`config.mk`:
```
export PLATFORM = sky130hd
export DESIGN_NAME = operand_stack
export DESIGN_NICKNAME = d
export VERILOG_FILES = /design/src/rtl/calc_pkg.sv /design/src/rtl/op_reg.sv /design/src/rtl/operand_stack.sv
export SDC_FILE = /design/constraint.sdc
export NUM_CORES = 1
export LEC_CHECK = 0
export CAP_MARGIN = 5
export CORE_ASPECT_RATIO = 0.5
export CORE_MARGIN = 10
export CORE_UTILIZATION = 55
export DETAILED_ROUTE_END_ITERATION = 10
export PLACE_DENSITY = 0.75
export SLEW_MARGIN = 15
export SYNTH_ARGS = -nofsm -noshare
export SYNTH_HDL_FRONTEND = slang
export SYNTH_HIERARCHICAL = 1
export SYNTH_SLANG_ARGS = --single-unit
export TNS_END_PERCENT = 10
```
`constraint.sdc`:
```
create_clock -name clk -period 2.86 [get_ports clk]
set_input_delay 0.572 -clock clk [delete_from_list [all_inputs] [get_ports clk]]
set_output_delay 0.572 -clock clk [all_outputs]
set_load 0.01 [all_outputs]
```
`src/rtl/calc_pkg.sv`:
```
// Shared definitions for the calculator operand stack: default sizes,
// the stack operation encoding and the strobe priority decode.
package calc_pkg;

  localparam int OPERAND_W   = 16;
  localparam int STACK_DEPTH = 4;

  typedef enum logic [2:0] {
    IDLE,
    PUSH,
    POP,
    REPL,
    CLR
  } stack_op_e;

  // Clear beats everything; push and pop together mean replace-top.
  function automatic stack_op_e decode_op(input logic clr, input logic push,
                                          input logic pop);
    if (clr)              return CLR;
    else if (push && pop) return REPL;
    else if (push)        return PUSH;
    else if (pop)         return POP;
    else                  return IDLE;
  endfunction

endpackage

```
`src/rtl/op_reg.sv`:
```
// One stack entry: WIDTH-bit register with write enable and synchronous clear.
module op_reg
#(
  parameter int WIDTH = 16
)
(
  input  logic             clk,
  input  logic             rst,
  input  logic             we,
  input  logic             clr,
  input  logic [WIDTH-1:0] d,
  output logic [WIDTH-1:0] q
);

  // NOTE: storage is reset too, so a stale operand can never reappear at top/nxt.
  always_ff @(posedge clk or posedge rst) begin
    if (rst) begin
      q <= '0;
    end else if (clr) begin
      // NOTE: sequential state always uses <= so every register samples pre-edge values.
      q <= '0;
    end else if (we) begin
      q <= d;
    end
  end

endmodule

```
`src/rtl/operand_stack.sv`:
```
// LIFO operand store for the calculator datapath: push, pop, replace-top and
// clear, with registered top/nxt views for the ALU and sticky overflow/underflow.
module operand_stack
  import calc_pkg::*;
#(
  parameter  int WIDTH = OPERAND_W,
  parameter  int DEPTH = STACK_DEPTH,
  localparam int CW    = $clog2(DEPTH + 1)
)
(
  input  logic             clk,
  input  logic             rst,
  input  logic [WIDTH-1:0] d,
  input  logic             push,
  input  logic             pop,
  input  logic             clr,
  output logic [WIDTH-1:0] top,
  output logic [WIDTH-1:0] nxt,
  output logic [CW-1:0]    count,
  output logic             empty,
  output logic             full,
  output logic             ovf,
  output logic             unf
);

  localparam logic [CW-1:0] DEPTH_C = CW'(DEPTH);
  localparam logic [CW-1:0] ONE     = CW'(1);

  stack_op_e        op;
  logic [CW-1:0]    count_n;
  logic [DEPTH-1:0] we;
  logic [DEPTH-1:0] wclr;
  logic             ovf_n;
  logic             unf_n;
  logic [WIDTH-1:0] ent   [DEPTH];
  logic [WIDTH-1:0] ent_n [DEPTH];
  logic [WIDTH-1:0] top_n;
  logic [WIDTH-1:0] nxt_n;

  assign op = decode_op(clr, push, pop);

  always_comb begin
    // NOTE: every output of this block gets a default first, so no latches.
    count_n = count;
    we      = '0;
    wclr    = '0;
    ovf_n   = ovf;
    unf_n   = unf;
    unique case (op)
      CLR: begin
        count_n = '0;
        wclr    = '1;
        ovf_n   = 1'b0;
        unf_n   = 1'b0;
      end
      REPL: begin
        if (count == '0) begin
          we[0]   = 1'b1;
          count_n = ONE;
        end else begin
          for (int i = 0; i < DEPTH; i++)
            if (CW'(i) == count - ONE) we[i] = 1'b1;
        end
      end
      PUSH: begin
        if (count == DEPTH_C) begin
          ovf_n = 1'b1;
        end else begin
          for (int i = 0; i < DEPTH; i++)
            if (CW'(i) == count) we[i] = 1'b1;
          count_n = count + ONE;
        end
      end
      POP: begin
        if (count == '0) begin
          unf_n = 1'b1;
        end else begin
          for (int i = 0; i < DEPTH; i++)
            if (CW'(i) == count - ONE) wclr[i] = 1'b1;
          count_n = count - ONE;
        end
      end
      default: ;
    endcase
  end

  // Mirror the entry update so top/nxt can be registered from post-update values.
  always_comb begin
    top_n = '0;
    nxt_n = '0;
    for (int i = 0; i < DEPTH; i++) begin
      ent_n[i] = wclr[i] ? '0 : (we[i] ? d : ent[i]);
      if (CW'(i + 1) == count_n) top_n = ent_n[i];
      if ((i + 2 <= DEPTH) && (CW'(i + 2) == count_n)) nxt_n = ent_n[i];
    end
  end

  for (genvar g = 0; g < DEPTH; g++) begin : g_entry
    op_reg #(.WIDTH(WIDTH)) u_entry (
      .clk (clk),
      .rst (rst),
      .we  (we[g]),
      .clr (wclr[g]),
      .d   (d),
      .q   (ent[g])
    );
  end

  always_ff @(posedge clk or posedge rst) begin
    if (rst) begin
      count <= '0;
      top   <= '0;
      nxt   <= '0;
      empty <= 1'b1;
      full  <= 1'b0;
      ovf   <= 1'b0;
      unf   <= 1'b0;
    end else begin
      count <= count_n;
      top   <= top_n;
      nxt   <= nxt_n;
      empty <= (count_n == '0);
      full  <= (count_n == DEPTH_C);
      ovf   <= ovf_n;
      unf   <= unf_n;
    end
  end

endmodule

```
# Yosys cells after proc, flatten, opt, wreduce, memory -nomap -nowiden
# Index checks and enable logic that the tools add are counted.
# word_totals
out_inout_bits	39
word_cells	80
reg_bits	103
latch_bits	0
ram_bits	0
mem_count	0
input_bits	21
mem_bits_ro	0
# op_classes
n_mux	41
bitwise	0
n_eq_ne	18
shift	0
n_reduce_logical	8
mul	0
magnitude_cmp	0
n_addsub	2
div	0
# ops
cell	n
16-bit two-way mux	15
2-bit by 3-bit equality test with 1-bit output (first input constant)	6
4-bit one-hot mux with 2 select lines	2
3-bit two-way mux	5
3-bit one-hot mux with 4 select lines	1
1-bit two-way mux	11
1-bit by 3-bit equality test with 1-bit output (first input constant)	3
3-bit equality test (second input constant)	3
3-bit zero test	3
4-bit two-way mux	2
3-bit by 2-bit equality test with 1-bit output (second input constant)	2
2-bit two-way mux	3
2-bit != test (second input constant)	2
1-bit one-hot mux with 2 select lines	2
2-bit AND reduction	2
2-bit nonzero test	2
3-bit by 1-bit adder with 3-bit output (second input constant)	1
3-bit by 1-bit equality test with 1-bit output (second input constant)	1
3-bit equality test (first input constant)	1
3-bit by 1-bit subtractor with 3-bit output (second input constant)	1
1-bit logical AND	1

# Logic depth before layout (Yosys ltp)
# logic_depth
depth_word	12
ltp_mapped	13
depth_no_buf	10

# Modules after synthesis
# The synthesis kept the hierarchy.
# by_module_without_submodules
module	cells_per_inst	area_per_inst_um2	instances	seq_area_each_um2
operand_stack	405	3719.8	1	977.2
op_reg	53	664.4	4	400.4

# Worst setup path after synthesis
# OpenSTA, ideal clock, no wires.
# synth_path
kind	register to register
startpoint	register count[0]
endpoint	register top[12]
arrival_ps	2543
path_stages_with_launch	10
required_ps	2734
slack_ps	191
path_buffers	1
synth_period_minus_slack_ps	2669
setup_ps	126
cell_sequence	dfrtp_1 > inv_1 > ha_1 > nand2b_1 > ha_1 > mux2_2 > mux2_2 > buf_2 > o31a_1 > o311a_1
# synth_via
elab_chain_cells	11
word_cells_on_any_way	45
cone_classes	add/sub: 2; eq/ne: 11; mux: 30; reduce/logical: 2
# synth_lines
element	line_no	text
from (decl)	operand_stack.sv:19	output logic [CW-1:0] count,
from (signal assigned)	operand_stack.sv:119	count <= count_n;
3-bit by 1-bit subtractor with 3-bit output	operand_stack.sv:62, operand_stack.sv:79, operand_stack.sv:80	
3-bit zero test	operand_stack.sv:62, operand_stack.sv:79	
1-bit two-way mux	operand_stack.sv:62, operand_stack.sv:79	
1-bit two-way mux	operand_stack.sv:57	if (count == '0) begin
4-bit one-hot mux with 2 select lines	operand_stack.sv:49	unique case (op)
16-bit two-way mux (2 in a row)	--	
16-bit two-way mux (3 in a row)	operand_stack.sv:93	if (CW'(i + 1) == count_n) top_n = ent_n[i];
16-bit two-way mux *	operand_stack.sv:93	
net top_n[12]	operand_stack.sv:37	logic [WIDTH-1:0] top_n;
to (signal assigned)	operand_stack.sv:120	top <= top_n;
to (decl)	operand_stack.sv:17	output logic [WIDTH-1:0] top,
# The timed path passes the listed nets; every way through them passes the cells marked *.
# A chain may end at the register's enable or synchronous reset.

# Worst setup path after layout
# layout_path
startpoint	register count[0]
endpoint	register nxt[0]
# layout_via
elab_chain_cells	10
word_cells_on_any_way	37
cone_classes	add/sub: 2; eq/ne: 8; mux: 25; reduce/logical: 2
# layout_lines
element	line_no	text
3-bit by 1-bit subtractor with 3-bit output	operand_stack.sv:62, operand_stack.sv:79, operand_stack.sv:80	
3-bit zero test	operand_stack.sv:62, operand_stack.sv:79	
1-bit two-way mux	operand_stack.sv:62, operand_stack.sv:79	
1-bit two-way mux	operand_stack.sv:57	
4-bit one-hot mux with 2 select lines	operand_stack.sv:49	
16-bit two-way mux (2 in a row)	--	
16-bit two-way mux (2 in a row)	operand_stack.sv:94	if ((i + 2 <= DEPTH) && (CW'(i + 2) == count_n)) nxt_n = ent_n[i];
16-bit two-way mux *	operand_stack.sv:94	
net nxt_n[0]	operand_stack.sv:38	logic [WIDTH-1:0] nxt_n;
to (signal assigned)	operand_stack.sv:121	nxt <= nxt_n;
to (decl)	operand_stack.sv:18	output logic [WIDTH-1:0] nxt,
# Marks and branches as above.

==> reports/qor_table.md <==
| Metric | Reported | Unit |
|---|---|---|
| Port buffer count | 59 | - |
| Setup violations, final | 0 | - |
| Number of levels in the clock H-tree | 3 | - |
| Commonest register cell after synthesis | sky130_fd_sc_hd__dfrtp_1 | - |
| Synth-to-Final Area Change | 18.58 | % |
| TritonRoute pass-1 iters | 9 | - |
| CTS tree | yes | - |
| Synthesized instance count | 617 | - |
| Fraction of post-synthesis cell area in the top cell type by area | 0.4002 | - |
| Synthesis Warnings | 6 | - |
| Vertical die dimension | 96.14 | um |
| Number of buffers inserted by post-CTS setup repair | 0 | - |
| Global-route layer with the greatest usage | met2 | - |
| Fraction of synthesis flops using an asynchronous set or reset pin | 1.000 | - |
| Tightest Pin Transition | 0.9401 | ns |
| Power, Total | 4.490 | mW |
| Synthesized-area fraction occupied by and/or/nand/nor cells | 0.1870 | - |
| Wire length of the first global-routing pass | 28800 | um |
| Highest achievable clock rate | 364.3 | MHz |
| Unique masters post-synth | 69 | - |
| Mean post-synth cell area | 10.34 | um^2 |
| Clk sinks | 103 | - |
| Worst IR drop on VDD | 322.8 | uV |
| Largest fanout on the critical path | 16 | - |
| Source-to-sink clock delay at the later pin of the worst-skew pair | 0.36 | ns |
| Area contributors post-synth | sky130_fd_sc_hd__dfrtp_1 (40%), sky130_fd_sc_hd__mux2i_1 (15%), sky130_fd_sc_hd__nor2_1 (5.1%), sky130_fd_sc_hd__and4b_1 (4.4%), sky130_fd_sc_hd__mux2_2 (3.4%) | - |
| CTS root buffer | sky130_fd_sc_hd__clkbuf_16 | - |
| Initial antenna violation count | 0 | - |
| Path type of the worst min-delay path | reg -> reg | - |
| Initial cell density of the core | 0.5721 | - |
| Type of the setup path with the least slack | reg -> reg | - |
| Number of vias per cell after detailed routing | 6.313 | - |
| Clock-pin slew of the registers on the worst-case setup and hold paths | 0.07 | ns |
| Share of the synthesized netlist area taken by xor and xnor gates | 0.001373 | - |
| Most frequent cells in the layout | sky130_fd_sc_hd__dfrtp_1 (102), sky130_fd_sc_hd__mux2i_1 (95), sky130_fd_sc_hd__nor2_1 (85) | - |
| HPWL reported at the end of detailed placement | 12480 | um |
| Final antenna diode count | 0 | - |
| Die W | 172.3 | um |
| Met3 capacity usage during global routing | 0.06329 | - |
| Global routing usage on met1 | 0.2979 | - |
| Fraction of layout cells with a size suffix above 1 | 0.1788 | - |
| Routed wirelength normalized by instance count | 22.40 | um |
| Placer's final routability congestion estimate | 0.8972 | - |
| Data arrival time of the critical path | 3.04 | ns |
| Number of maximum-capacitance violations | 0 | - |
| Routed wire length | 18660 | um |
| Required time of the critical path | 3.15 | ns |
| Crit start category | register | - |
| Total via count in the routed design | 5259 | - |
| Top-level I/O count | 60 | - |
| Overall routing resource usage | 0.2260 | - |
| Final hold vios | 0 | - |
| Via count of the first global-routing pass | 5186 | - |
| Pleak | 3.530 | nW |
| Number of DRC violations after detailed routing | 0 | - |
| # nets final | 713 | - |
| Pin count of the biggest net entering global routing | 43 | - |
| Portion of the post-synthesis area used by sequential elements | 0.4044 | - |
| Worst setup EP type | register | - |
| Number of pins exceeding their max-slew limit in the final report | 0 | - |
| Flip-flop and latch count after synthesis | 103 | - |
| Sum of overflow across all layers after global routing | 0 | - |
| # rows | 27 | - |
| Core Region | 0.01115 | mm^2 |
| Outcome | completed | - |
| DRT antenna net count | 0 | - |
| Worst clock skew | 0.01039 | ns |
| Number of synthesized flops with an enable pin | 0 | - |
| Slew HR | 0.3726 | - |
| Share of the synthesized area in compound gates (AO/OA/AOI/OAI) | 0.1324 | - |
| Starting DRC count in detailed routing | 453 | - |
| Power per cell area | 593.7 | mW/mm^2 |
| Number of buffers on the longest clock path | 2 | - |
| RSZ-0062 raised after global routing | true | - |
| Commonest non-fill, non-tap cell in the layout | sky130_fd_sc_hd__dfrtp_1 | - |
| Main combinational cell family by area after synthesis | simple AND/OR/NAND/NOR gates | - |
| Dominant cell type by area after synthesis | sky130_fd_sc_hd__dfrtp_1 | - |
| Crit share post-route | 0.9598 | - |
| Arithmetic-cell share of the synthesized area counting full adders, half adders and majority gates | 0.01766 | - |
| M2 GR Usage | 0.3611 | - |
| Multiplexer fraction of the synthesized cell area | 0.1827 | - |
| Post-layout min period | 2.745 | ns |
| Hold slack final | 0.5074 | ns |
| Area of the die | 0.01656 | mm^2 |
| Syn Nets | 647 | - |
| Post-Syn Area | 0.006377 | mm^2 |
| Cts bufs inserted | 9 | - |
[state kept, by name (all words and copies together) (netlist names)]
name and cells:
g_entry.u_entry/q 64, top 16, full 1, empty 1, ovf 1, count 3, nxt 16, unf 1
[per-stage QoR]
| stage | util | TNS (ns) | cell area (um^2) | instances | setup slack [ns] |
|---|---|---|---|---|---|
| floorplan | - | 0 | 6377 | 617 | 0.1910 |
| global placement | 0.6506 | -0.3651 | 7253 | 817 | -0.05035 |
| detailed placement | 0.6506 | -1.823 | 7253 | 817 | -0.08968 |
| CTS | 0.6781 | 0 | 7560 | 833 | 0.09587 |
| global route | 0.6783 | -0.002720 | 7562 | 833 | -0.002720 |
| finish | 0.6783 | 0 | 7562 | 833 | 0.1151 |
[path summary, 6_finish.rpt]
path / end / depth (start not counted) / slack (ns) / startpoint
setup reg to reg: nxt[0] / 9 / 0.12 / count[0]
min in group asynchronous: top[11] / 2 / 0.54 / rst
setup / recovery: nxt[0] / 9 / 0.12 / count[0]
max in group asynchronous: g_entry[3].u_entry/q[1] / 2 / 1.51 / rst
hold / removal: ovf / 2 / 0.51 / ovf
hold reg to reg: ovf / 2 / 0.51 / ovf
[cells in the mapped netlist (7+ instances only)]
library cell               number
sky130_fd_sc_hd__a211o_1       17
sky130_fd_sc_hd__a21oi_1       21
sky130_fd_sc_hd__and2_1        10
sky130_fd_sc_hd__and2_2         7
sky130_fd_sc_hd__and4b_1       28
sky130_fd_sc_hd__buf_2         16
sky130_fd_sc_hd__buf_6         14
sky130_fd_sc_hd__clkbuf_1       8
sky130_fd_sc_hd__dfrtp_1      102
sky130_fd_sc_hd__ha_1           9
sky130_fd_sc_hd__inv_1         11
sky130_fd_sc_hd__mux2_2        19
sky130_fd_sc_hd__mux2i_1       95
sky130_fd_sc_hd__nand2_1       50
sky130_fd_sc_hd__nor2_1        86
sky130_fd_sc_hd__o22ai_1       14
sky130_fd_sc_hd__o311a_1       14
sky130_fd_sc_hd__o31a_1        14
[worst max-delay path, stage by stage, from the launching register on]
cell,delay (ns)
sky130_fd_sc_hd__dfrtp_1,0.39
sky130_fd_sc_hd__buf_4,0.16
sky130_fd_sc_hd__ha_1,0.23
sky130_fd_sc_hd__ha_1,0.28
sky130_fd_sc_hd__o2bb2ai_1,0.08
sky130_fd_sc_hd__mux2i_1,0.18
sky130_fd_sc_hd__and2_2,0.19
sky130_fd_sc_hd__o21a_2,0.14
sky130_fd_sc_hd__nor3b_4,0.78
sky130_fd_sc_hd__a211o_1,0.25
[report_power, final]
part / switching [mW] / internal, mW
Clock: 0.594 / 0.712
Sequential: 0.0482 / 1.55
Combinational: 0.888 / 0.694
Total: 1.53 / 2.96
[kinds of logic (layout without fill, tap and decap cells)]
logic type | count (synthesis) | count (layout)
adder cells (fa/ha/maj) | 9 | 9
AND/OR/NAND/NOR | 215 | 215
buffers and inverters | 67 | 138
AO/OA/AOI/OAI | 108 | 108
multiplexers | 114 | 114
flip-flops | 103 | 103
XOR/XNOR | 1 | 1
[cell type report]
type / count / area (um^2)
Fill cell: 869 / 3586
Multi-Input combinational cell: 447 / 3343
Sequential cell: 103 / 2579
Timing Repair Buffer: 109 / 1104
Clock buffer: 11 / 242.7
Tap cell: 145 / 181.4
Clock inverter: 5 / 63.81
Inverter: 13 / 48.80
[repair_timing]
action	CTS	global route
hold buffers	0	0
gates resized for setup	0	3
endpoints found under the setup margin	0	7
[metal layers]
layer | wire, um | vias up
met5 | 0 | -
met4 | 255 | 0
met3 | 1519 | 23
met2 | 8362 | 248
met1 | 8523 | 2632
li1 | - | 2356
Note: power is estimated with default switching activity, not from simulation.
